`src/rtl/axi_stb_write_master_if.sv`:
```
// AXI4 write-channel bundle (AW/W/B) between the store-buffer master and the fabric.
interface axi_stb_write_master_if #(
  parameter int ADDR_WIDTH = 32,
  parameter int DATA_WIDTH = 128
);
  logic                    awvalid;
  logic                    awready;
  logic [ADDR_WIDTH-1:0]   awaddr;
  logic [7:0]              awlen;
  logic [2:0]              awsize;
  logic [1:0]              awburst;
  logic                    wvalid;
  logic                    wready;
  logic [DATA_WIDTH-1:0]   wdata;
  logic [DATA_WIDTH/8-1:0] wstrb;
  logic                    wlast;
  logic                    bvalid;
  logic                    bready;
  logic [1:0]              bresp;

  modport master (
    output awvalid, awaddr, awlen, awsize, awburst,
    output wvalid, wdata, wstrb, wlast, bready,
    input  awready, wready, bvalid, bresp
  );

  modport slave (
    input  awvalid, awaddr, awlen, awsize, awburst,
    input  wvalid, wdata, wstrb, wlast, bready,
    output awready, wready, bvalid, bresp
  );
endinterface

```
`src/rtl/axi_stb_write_master.sv`:
```
// Single-outstanding AXI4 INCR write-burst master: one command -> AW, pass-through W beats, B -> done pulse.
module axi_stb_write_master #(
  parameter int ADDR_WIDTH = 32,
  parameter int DATA_WIDTH = 128,
  parameter int LEN_WIDTH  = 4
) (
  input  logic                    clk,
  input  logic                    rst,
  input  logic                    cmd_valid,
  output logic                    cmd_ready,
  input  logic [ADDR_WIDTH-1:0]   cmd_addr,
  input  logic [LEN_WIDTH-1:0]    cmd_len,
  input  logic                    wr_data_valid,
  output logic                    wr_data_ready,
  input  logic [DATA_WIDTH-1:0]   wr_data,
  input  logic [DATA_WIDTH/8-1:0] wr_strb,
  axi_stb_write_master_if.master  axi,
  output logic                    done_valid,
  output logic [1:0]              done_resp,
  output logic [7:0]              err_cnt
);
  localparam int SIZE = $clog2(DATA_WIDTH/8);

  typedef enum logic [1:0] {IDLE, AW, W, B} state_t;
  typedef struct packed {
    logic [ADDR_WIDTH-1:0] addr;
    logic [7:0]            len;
  } aw_t;

  state_t     state, state_nxt;
  aw_t        aw_q;
  logic [7:0] beat_cnt;
  logic       last;

  assign last        = (beat_cnt == aw_q.len);
  assign axi.awaddr  = aw_q.addr;
  assign axi.awlen   = aw_q.len;
  assign axi.awsize  = 3'(SIZE);
  assign axi.awburst = 2'b01;
  assign axi.wdata   = wr_data;
  assign axi.wstrb   = wr_strb;

  always_comb begin
    state_nxt     = state;
    cmd_ready     = 1'b0;
    axi.awvalid   = 1'b0;
    axi.wvalid    = 1'b0;
    axi.wlast     = 1'b0;
    axi.bready    = 1'b0;
    wr_data_ready = 1'b0;
    case (state)
      IDLE: begin
        cmd_ready = 1'b1;
        if (cmd_valid) state_nxt = AW;
      end
      AW: begin
        axi.awvalid = 1'b1;
        if (axi.awready) state_nxt = W;
      end
      W: begin
        // W is a straight wire to the store-data stream; only wlast is generated here
        axi.wvalid    = wr_data_valid;
        wr_data_ready = axi.wready;
        axi.wlast     = last;
        if (wr_data_valid && axi.wready && last) state_nxt = B;
      end
      B: begin
        axi.bready = 1'b1;
        if (axi.bvalid) state_nxt = IDLE;
      end
      default: state_nxt = IDLE;
    endcase
  end

  always_ff @(posedge clk) begin
    if (rst) begin
      state      <= IDLE;
      aw_q       <= '0;
      beat_cnt   <= '0;
      err_cnt    <= '0;
      done_valid <= 1'b0;
      done_resp  <= 2'b00;
    end else begin
      state      <= state_nxt;
      done_valid <= 1'b0;
      if (state == IDLE && cmd_valid) begin
        aw_q.addr <= {cmd_addr[ADDR_WIDTH-1:SIZE], {SIZE{1'b0}}};
        aw_q.len  <= 8'(cmd_len);
      end
      if (state == AW && axi.awready) beat_cnt <= '0;
      if (state == W && wr_data_valid && axi.wready) beat_cnt <= beat_cnt + 8'd1;
      if (state == B && axi.bvalid) begin
        done_valid <= 1'b1;
        done_resp  <= axi.bresp;
        if (axi.bresp != 2'b00 && err_cnt != 8'hFF) err_cnt <= err_cnt + 8'd1;
      end
    end
  end
endmodule

```
`src/flat_wrapper.sv`:
```
// flat-port wrapper written by rule: the top's interface ports become plain ports
module axi_stb_write_master_flat 
#(
  parameter int ADDR_WIDTH = 32,
  parameter int DATA_WIDTH = 128,
  parameter int LEN_WIDTH  = 4
)
  (clk, rst, cmd_valid, cmd_ready, cmd_addr, cmd_len, wr_data_valid, wr_data_ready, wr_data, wr_strb, done_valid, done_resp, err_cnt, axi_awvalid, axi_awaddr, axi_awlen, axi_awsize, axi_awburst, axi_wvalid, axi_wdata, axi_wstrb, axi_wlast, axi_bready, axi_awready, axi_wready, axi_bvalid, axi_bresp);
  axi_stb_write_master_if #(.ADDR_WIDTH(ADDR_WIDTH), .DATA_WIDTH(DATA_WIDTH)) axi_i ();
  input  logic clk;
  input  logic rst;
  input  logic cmd_valid;
  output logic cmd_ready;
  input  logic [ADDR_WIDTH-1:0] cmd_addr;
  input  logic [LEN_WIDTH-1:0] cmd_len;
  input  logic wr_data_valid;
  output logic wr_data_ready;
  input  logic [DATA_WIDTH-1:0] wr_data;
  input  logic [DATA_WIDTH/8-1:0] wr_strb;
  output logic done_valid;
  output logic [1:0] done_resp;
  output logic [7:0] err_cnt;
  output wire logic [$bits(axi_i.awvalid)-1:0] axi_awvalid;
  output wire logic [$bits(axi_i.awaddr)-1:0] axi_awaddr;
  output wire logic [$bits(axi_i.awlen)-1:0] axi_awlen;
  output wire logic [$bits(axi_i.awsize)-1:0] axi_awsize;
  output wire logic [$bits(axi_i.awburst)-1:0] axi_awburst;
  output wire logic [$bits(axi_i.wvalid)-1:0] axi_wvalid;
  output wire logic [$bits(axi_i.wdata)-1:0] axi_wdata;
  output wire logic [$bits(axi_i.wstrb)-1:0] axi_wstrb;
  output wire logic [$bits(axi_i.wlast)-1:0] axi_wlast;
  output wire logic [$bits(axi_i.bready)-1:0] axi_bready;
  input wire logic [$bits(axi_i.awready)-1:0] axi_awready;
  input wire logic [$bits(axi_i.wready)-1:0] axi_wready;
  input wire logic [$bits(axi_i.bvalid)-1:0] axi_bvalid;
  input wire logic [$bits(axi_i.bresp)-1:0] axi_bresp;
  assign axi_awvalid = axi_i.awvalid;
  assign axi_awaddr = axi_i.awaddr;
  assign axi_awlen = axi_i.awlen;
  assign axi_awsize = axi_i.awsize;
  assign axi_awburst = axi_i.awburst;
  assign axi_wvalid = axi_i.wvalid;
  assign axi_wdata = axi_i.wdata;
  assign axi_wstrb = axi_i.wstrb;
  assign axi_wlast = axi_i.wlast;
  assign axi_bready = axi_i.bready;
  assign axi_i.awready = axi_awready;
  assign axi_i.wready = axi_wready;
  assign axi_i.bvalid = axi_bvalid;
  assign axi_i.bresp = axi_bresp;
  axi_stb_write_master #(.ADDR_WIDTH(ADDR_WIDTH), .DATA_WIDTH(DATA_WIDTH), .LEN_WIDTH(LEN_WIDTH)) u_core (.clk(clk), .rst(rst), .cmd_valid(cmd_valid), .cmd_ready(cmd_ready), .cmd_addr(cmd_addr), .cmd_len(cmd_len), .wr_data_valid(wr_data_valid), .wr_data_ready(wr_data_ready), .wr_data(wr_data), .wr_strb(wr_strb), .axi(axi_i), .done_valid(done_valid), .done_resp(done_resp), .err_cnt(err_cnt));
endmodule
```
`config.mk`:
```
export PLATFORM = sky130hd
export DESIGN_NAME = axi_stb_write_master_flat
export DESIGN_NICKNAME = d
export VERILOG_FILES = /design/src/rtl/axi_stb_write_master_if.sv /design/src/rtl/axi_stb_write_master.sv /design/src/flat_wrapper.sv
export SDC_FILE = /design/constraint.sdc
export NUM_CORES = 1
export LEC_CHECK = 0
export BUFFER_PORTS_ARGS = -buffer_cell sky130_fd_sc_hd__buf_2
export CORE_AREA = 2 2 151 153
export CTS_CLUSTER_DIAMETER = 60
export CTS_CLUSTER_SIZE = 30
export DETAILED_ROUTE_END_ITERATION = 8
export DIE_AREA = 0 0 153 155
export GPL_ROUTABILITY_DRIVEN = 0
export PLACE_DENSITY = 0.42
export REMOVE_ABC_BUFFERS = 1
export SYNTH_ARGS = -nofsm -noshare
export SYNTH_HDL_FRONTEND = slang
export SYNTH_SLANG_ARGS = --single-unit
export TNS_END_PERCENT = 10
```
`constraint.sdc`:
```
create_clock -name clk -period 4.45 [get_ports clk]
set_clock_uncertainty 0.15 [all_clocks]
set_input_delay 0.89 -clock clk [delete_from_list [all_inputs] [get_ports clk]]
set_output_delay 0.89 -clock clk [all_outputs]
set_load 0.05 [all_outputs]
```
; ---- Word-level counts from Yosys, hierarchy flattened
; Index checks and enable logic that the tools add are counted.
[totals]
ff_bits = 53
latchBits = 0
mem_bits_rw = 0
rom_bits = 0
output_inout_bits = 206
wordCells = 45
n_memories = 0
[classes]
addsub = 2
multipliers = 0
n_div = 0
order_cmp = 0
eq_ne = 9
shift = 0
muxes = 14
bitwise = 0
reduce_logical = 13
[op_table]
columns = operator, n
row1 = adder 8 x 1 -> 8 bit (second input constant), 2
row2 = two-way mux 8 bit, 2
row3 = == test 8 x 4 -> 1 bit, 1
row4 = logical AND 1 bit, 8
row5 = two-way mux 2 bit, 4
row6 = != test 8 bit (second input constant), 1
row7 = one-hot mux 2 bit (4 select lines), 1
row8 = two-way mux 1 bit, 7
row9 = != test 2 bit (second input constant), 3
row10 = == test 2 bit (second input constant), 2
row11 = AND reduction 4 bit, 1
row12 = nonzero test 2 bit, 2
row13 = == test 2 x 1 -> 1 bit (second input constant), 1
row14 = logical NOT 2 bit, 1
row15 = != test 2 x 1 -> 1 bit (second input constant), 1
row16 = AND reduction 2 bit, 1

; ---- Longest topological paths before layout
[depth]
ltp_word = 4
ltp_mapped = 7
mapped_depth_nobuf = 7

; ---- Worst setup path before layout
; OpenSTA, ideal clock, no wires.
[synth_path]
path_kind = reg-to-output
from = register u_core.aw_q (netlist bit u_core.axi.awlen[0])
to = output port axi_wlast
arrival_ns = 1.649
path_slack_ns = 1.761
stages_incl_launch_ff = 4
n_path_buf = 0
cell_sequence = dfxtp_1 -> xnor2_1 -> nand3_1 -> nor2_1
[synth_via]
elab_chain_cells = 2
[synth_rtl]
columns = element, line_no
row1 = "start, declared", axi_stb_write_master.sv:31  ; aw_t aw_q;
row2 = == test 8 x 4 -> 1 bit, axi_stb_write_master.sv:35  ; assign last = (beat_cnt == aw_q.len);
row3 = two-way mux 1 bit, axi_stb_write_master.sv:51  ; case (state)
row4 = "end, declared", flat_wrapper.sv:31  ; output wire logic [$bits(axi_i.wlast)-1:0] axi_wlast;
; Every way passes these cells.

; ---- Final worst setup path
[layout_path]
from = register u_core.state[0]
to = output port axi_wvalid
[layout_via]
elab_chain_cells = 2
[layout_rtl]
columns = element, line_no
row1 = "start, declared", axi_stb_write_master.sv:30  ; state_t state, state_nxt;
row2 = "start signal, assigned", axi_stb_write_master.sv:84  ; state <= state_nxt;
row3 = == test 2 bit, axi_stb_write_master.sv:51
row4 = two-way mux 1 bit, axi_stb_write_master.sv:51
row5 = "end, declared", flat_wrapper.sv:28  ; output wire logic [$bits(axi_i.wvalid)-1:0] axi_wvalid;
; Every way passes these cells.

==> results.sh <==
export IMPL_core_area_sq_um=22200
export IMPL_cts_resized_gates=0
export IMPL_share_seq_of_total_power_pct=34.1
export IMPL_first_pass_iters=4
export IMPL_cts_inserted_buffers=5
export IMPL_power_leakage_nw=1.36
export IMPL_ys_ff_latch=53
export IMPL_clockBufferDepth=2
export IMPL_synth_distinct_cells=37
export IMPL_synth_yosys_warnings=0
export IMPL_seq_area_frac_synth_pct=31.0
export IMPL_syn_inst=426
export IMPL_crit_required_ns=3.41
export IMPL_crit_chain="inv_1 > ha_1 > and2_2 > buf_2"
export IMPL_dr_total_vias=2563
export IMPL_area_growth_pct=-6.11
export IMPL_status="completed"
export IMPL_synth_compound_area_share_pct=10.1
export IMPL_grt_pass1_wl_um=38400
export IMPL_initial_core_util_pct=15.4
export IMPL_postCtsSetupBuffers=0
export IMPL_cts_tree="built"
export IMPL_fp_dieArea_sq_um=23700
export IMPL_cts_hold_repair_buffers=0
export IMPL_multi_input_area_sq_um=1150
export IMPL_ir_worst_vdd_mv=0.165
export IMPL_drive_gt1_share_pct=30.5
export IMPL_cts_root_buffer="clkbuf_16"
export IMPL_grt_max_degree=33
export IMPL_synth_top_family_by_area="buffers and inverters"
export IMPL_syn_area_sq_um=3420
export IMPL_p_per_area_nw_per_um2=523
export IMPL_drt_iter0_drc=134
export IMPL_drv_slew=0
export IMPL_max_freq_mhz=370
export IMPL_rr_worst_depth=6
export IMPL_cp_arrival_ns=1.66
export IMPL_cp_slowest_cell="ha_1"
export IMPL_h_tree_depth=2
export IMPL_num_rows=55
export IMPL_r2r_start="u_core.state[0]"
export IMPL_crit_type="flop to output port"
export IMPL_hpwl_um=31000
export IMPL_dpl_cell_area_sq_um=3060
export IMPL_pwr_share_comb_pct=40.2
export IMPL_setup_viol=0
export IMPL_finalCriticalPeriod_ns=2.70
export IMPL_die_h_um=155
export IMPL_vias_per_cell=3.93
export IMPL_seqCellArea_sq_um=1060
export IMPL_startpoint_type="flop"
export IMPL_endpoint_kind="output port"
export IMPL_antenna_cells=0
export IMPL_clockPowerShare_pct=25.8
export IMPL_rsz0062_at_grt="false"
export IMPL_fin_tns_setup_ns=0
export IMPL_synthXorXnorAreaFrac_pct=2.56
export IMPL_drc=0
export IMPL_reg2reg_slack_ns=2.29
export IMPL_synthSimpleGateAreaFrac_pct=16.5
export IMPL_crit_family="buffers and inverters"
export IMPL_fillers=2570
export IMPL_crit_path_max_fanout=7
export IMPL_p_switching_w=0.000760
export IMPL_synthMuxAreaShare_pct=0.951
export IMPL_track_usage_pct=27.3
export IMPL_antenna_found_initial=1
export IMPL_ant_nets=0
export IMPL_hold_viol=0
export IMPL_wl_per_cell_um=50.9
export IMPL_startpoint="u_core.state[0]"
export IMPL_slowest_delay_ns=0.38
export IMPL_synthAdderAreaFrac_pct=2.20
export IMPL_io_buffers=89
export IMPL_io_pins=395
export IMPL_power_share_switching_pct=45.2
export IMPL_min_period_over_period_pct=60.7
export IMPL_final_cell_area_sq_um=3210
export IMPL_die_w_um=153
export IMPL_intPower_w=0.000920
export IMPL_grt_pass1_vias=2219
export IMPL_clk_pin_slew_ns=0.08
export IMPL_drt_wl_total_um=33200
export IMPL_worst_path_buf_inv=2
export IMPL_hp_start="u_core.axi.awaddr[9]"
export IMPL_tightest_slew_ns=0.864
export IMPL_min_path_type="flop to flop"
export IMPL_cts_sinks=53
export IMPL_maxCapViolations=0
export IMPL_r2r_end="u_core.axi.awaddr[11]"
export IMPL_syn_area_per_cell_sq_um=8.03
export IMPL_hold_depth=2
export IMPL_insertion_delay_ns=0.31
export IMPL_relSlewSlack_pct=42.2
export IMPL_whs_endpoint="u_core.axi.awaddr[9]"
export IMPL_overflow=0
export IMPL_fin_nets=561
## worst max-delay path by stage
stage	endpoint	slack [ns]	depth (start not counted)
2_1_floorplan	axi_wlast	1.76	3
4_1_cts	axi_wvalid	1.72	4
6_report	axi_wvalid	1.75	4
3_5_place_dp	axi_wvalid	1.93	3
5_1_grt	axi_wvalid	1.68	4
3_3_place_gp	axi_wvalid	1.93	3
## power groups by stage
| stage | logic [W] | registers [W] | clock network, W |
|---|---|---|---|
| 2_1_floorplan | 0.000303 | 0.000766 | 0 |
| 3_3_place_gp | 0.000683 | 0.000582 | 0 |
| 3_5_place_dp | 0.000684 | 0.000583 | 0 |
| 4_1_cts | 0.000685 | 0.000573 | 0.000458 |
| 5_1_grt | 0.000728 | 0.000580 | 0.000472 |
| 6_report | 0.000675 | 0.000573 | 0.000433 |
## synthesized netlist by cell type, drive strengths merged
cell / count / share of area [%]
conb: 2 / 0.22
a31oi: 1 / 0.18
a211oi: 4 / 0.88
a21oi: 40 / 5.9
o2111ai: 1 / 0.26
nand2: 77 / 8.5
dfxtp: 53 / 31
ha: 6 / 2.2
inv: 5 / 0.55
mux2: 2 / 0.66
nand4: 3 / 0.99
nor4: 1 / 0.62
a221oi: 1 / 0.44
a41oi: 1 / 0.26
mux2i: 1 / 0.29
and3: 1 / 0.33
o211ai: 2 / 0.44
o31ai: 1 / 0.62
a22oi: 1 / 0.22
xnor2: 6 / 1.5
or3: 1 / 0.18
a311oi: 1 / 0.44
and4: 2 / 0.51
clkbuf: 13 / 1.4
nand2b: 1 / 0.18
xor2: 4 / 1.0
nand3: 13 / 2.2
o21ba: 1 / 0.29
o21a: 1 / 0.22
nor2: 19 / 2.2
and2: 4 / 0.80
buf: 157 / 34
## placed cells by master, fill, tap and decap left out, types with 2 or more instances in the layout
cell / n
mux2_1: 2
buf_4: 3
nand3_1: 11
nor2_1: 18
nand3_2: 2
nand2_1: 76
and4_1: 2
and2_2: 2
o211ai_1: 2
buf_2: 89
dfxtp_1: 53
ha_1: 6
a21oi_1: 40
xor2_1: 4
inv_1: 5
and2_1: 2
nand4_1: 2
a211oi_1: 4
xnor2_1: 6
clkbuf_16: 5
conb_1: 13
## routing by layer
| metal | vias up | global-route usage (%) | wire length [um] | part of all wire, % |
|---|---|---|---|---|
| met5 | - | 1.66 | 65 | 0.20 |
| met4 | 4 | 6.48 | 992 | 3.0 |
| met3 | 29 | 42.8 | 10800 | 33 |
| met2 | 418 | 51.8 | 17600 | 53 |
| met1 | 1032 | 8.38 | 3710 | 11 |
| li1 | 1080 | - | - | - |
## flip-flops by register name, summed over array words and instances, names as in the netlist
| register | count |
|---|---|
| u_core.err_cnt | 8 |
| u_core.done_valid | 1 |
| u_core.beat_cnt | 8 |
| u_core.done_resp | 2 |
| u_core.state | 2 |
| u_core.axi.awaddr | 28 |
| u_core.axi.awlen | 4 |
## kinds of logic (layout without fill, tap and decap cells)
| group | after synthesis | after routing |
|---|---|---|
| other cells | 2 | 13 |
| fa+ha+maj | 6 | 6 |
| buf+inv | 175 | 105 |
| mux | 3 | 3 |
| compound gates | 55 | 55 |
| simple gates | 122 | 122 |
| xor+xnor | 10 | 10 |
| flops | 53 | 53 |
## worst min-delay path, stage by stage, from the launching register on
cell,delay (ns)
dfxtp_1,0.31
nand2_1,0.05
a21oi_1,0.05
## layout make-up
class	instances	share of cell area, %
Clock buffer	6	4.33
Clock inverter	2	0.429
Inverter	5	0.585
Multi-Input combinational cell	209	35.9
Sequential cell	53	33.0
Tap cell	285	11.1
Timing Repair Buffer	92	14.6
## metrics by stage
stage	instances	total power, W	setup WS (ns)	util (%)	hold WS (ns)
floorplan	267	0.00107	1.76	-	0.333
global placement	644	0.00126	1.93	13.8	0.290
detailed placement	644	0.00127	1.93	13.8	0.296
CTS	652	0.00172	1.72	14.4	0.307
global route	652	0.00178	1.68	14.4	0.330
finish	652	0.00168	1.75	14.4	0.305
(Power assumes the default switching activity.)
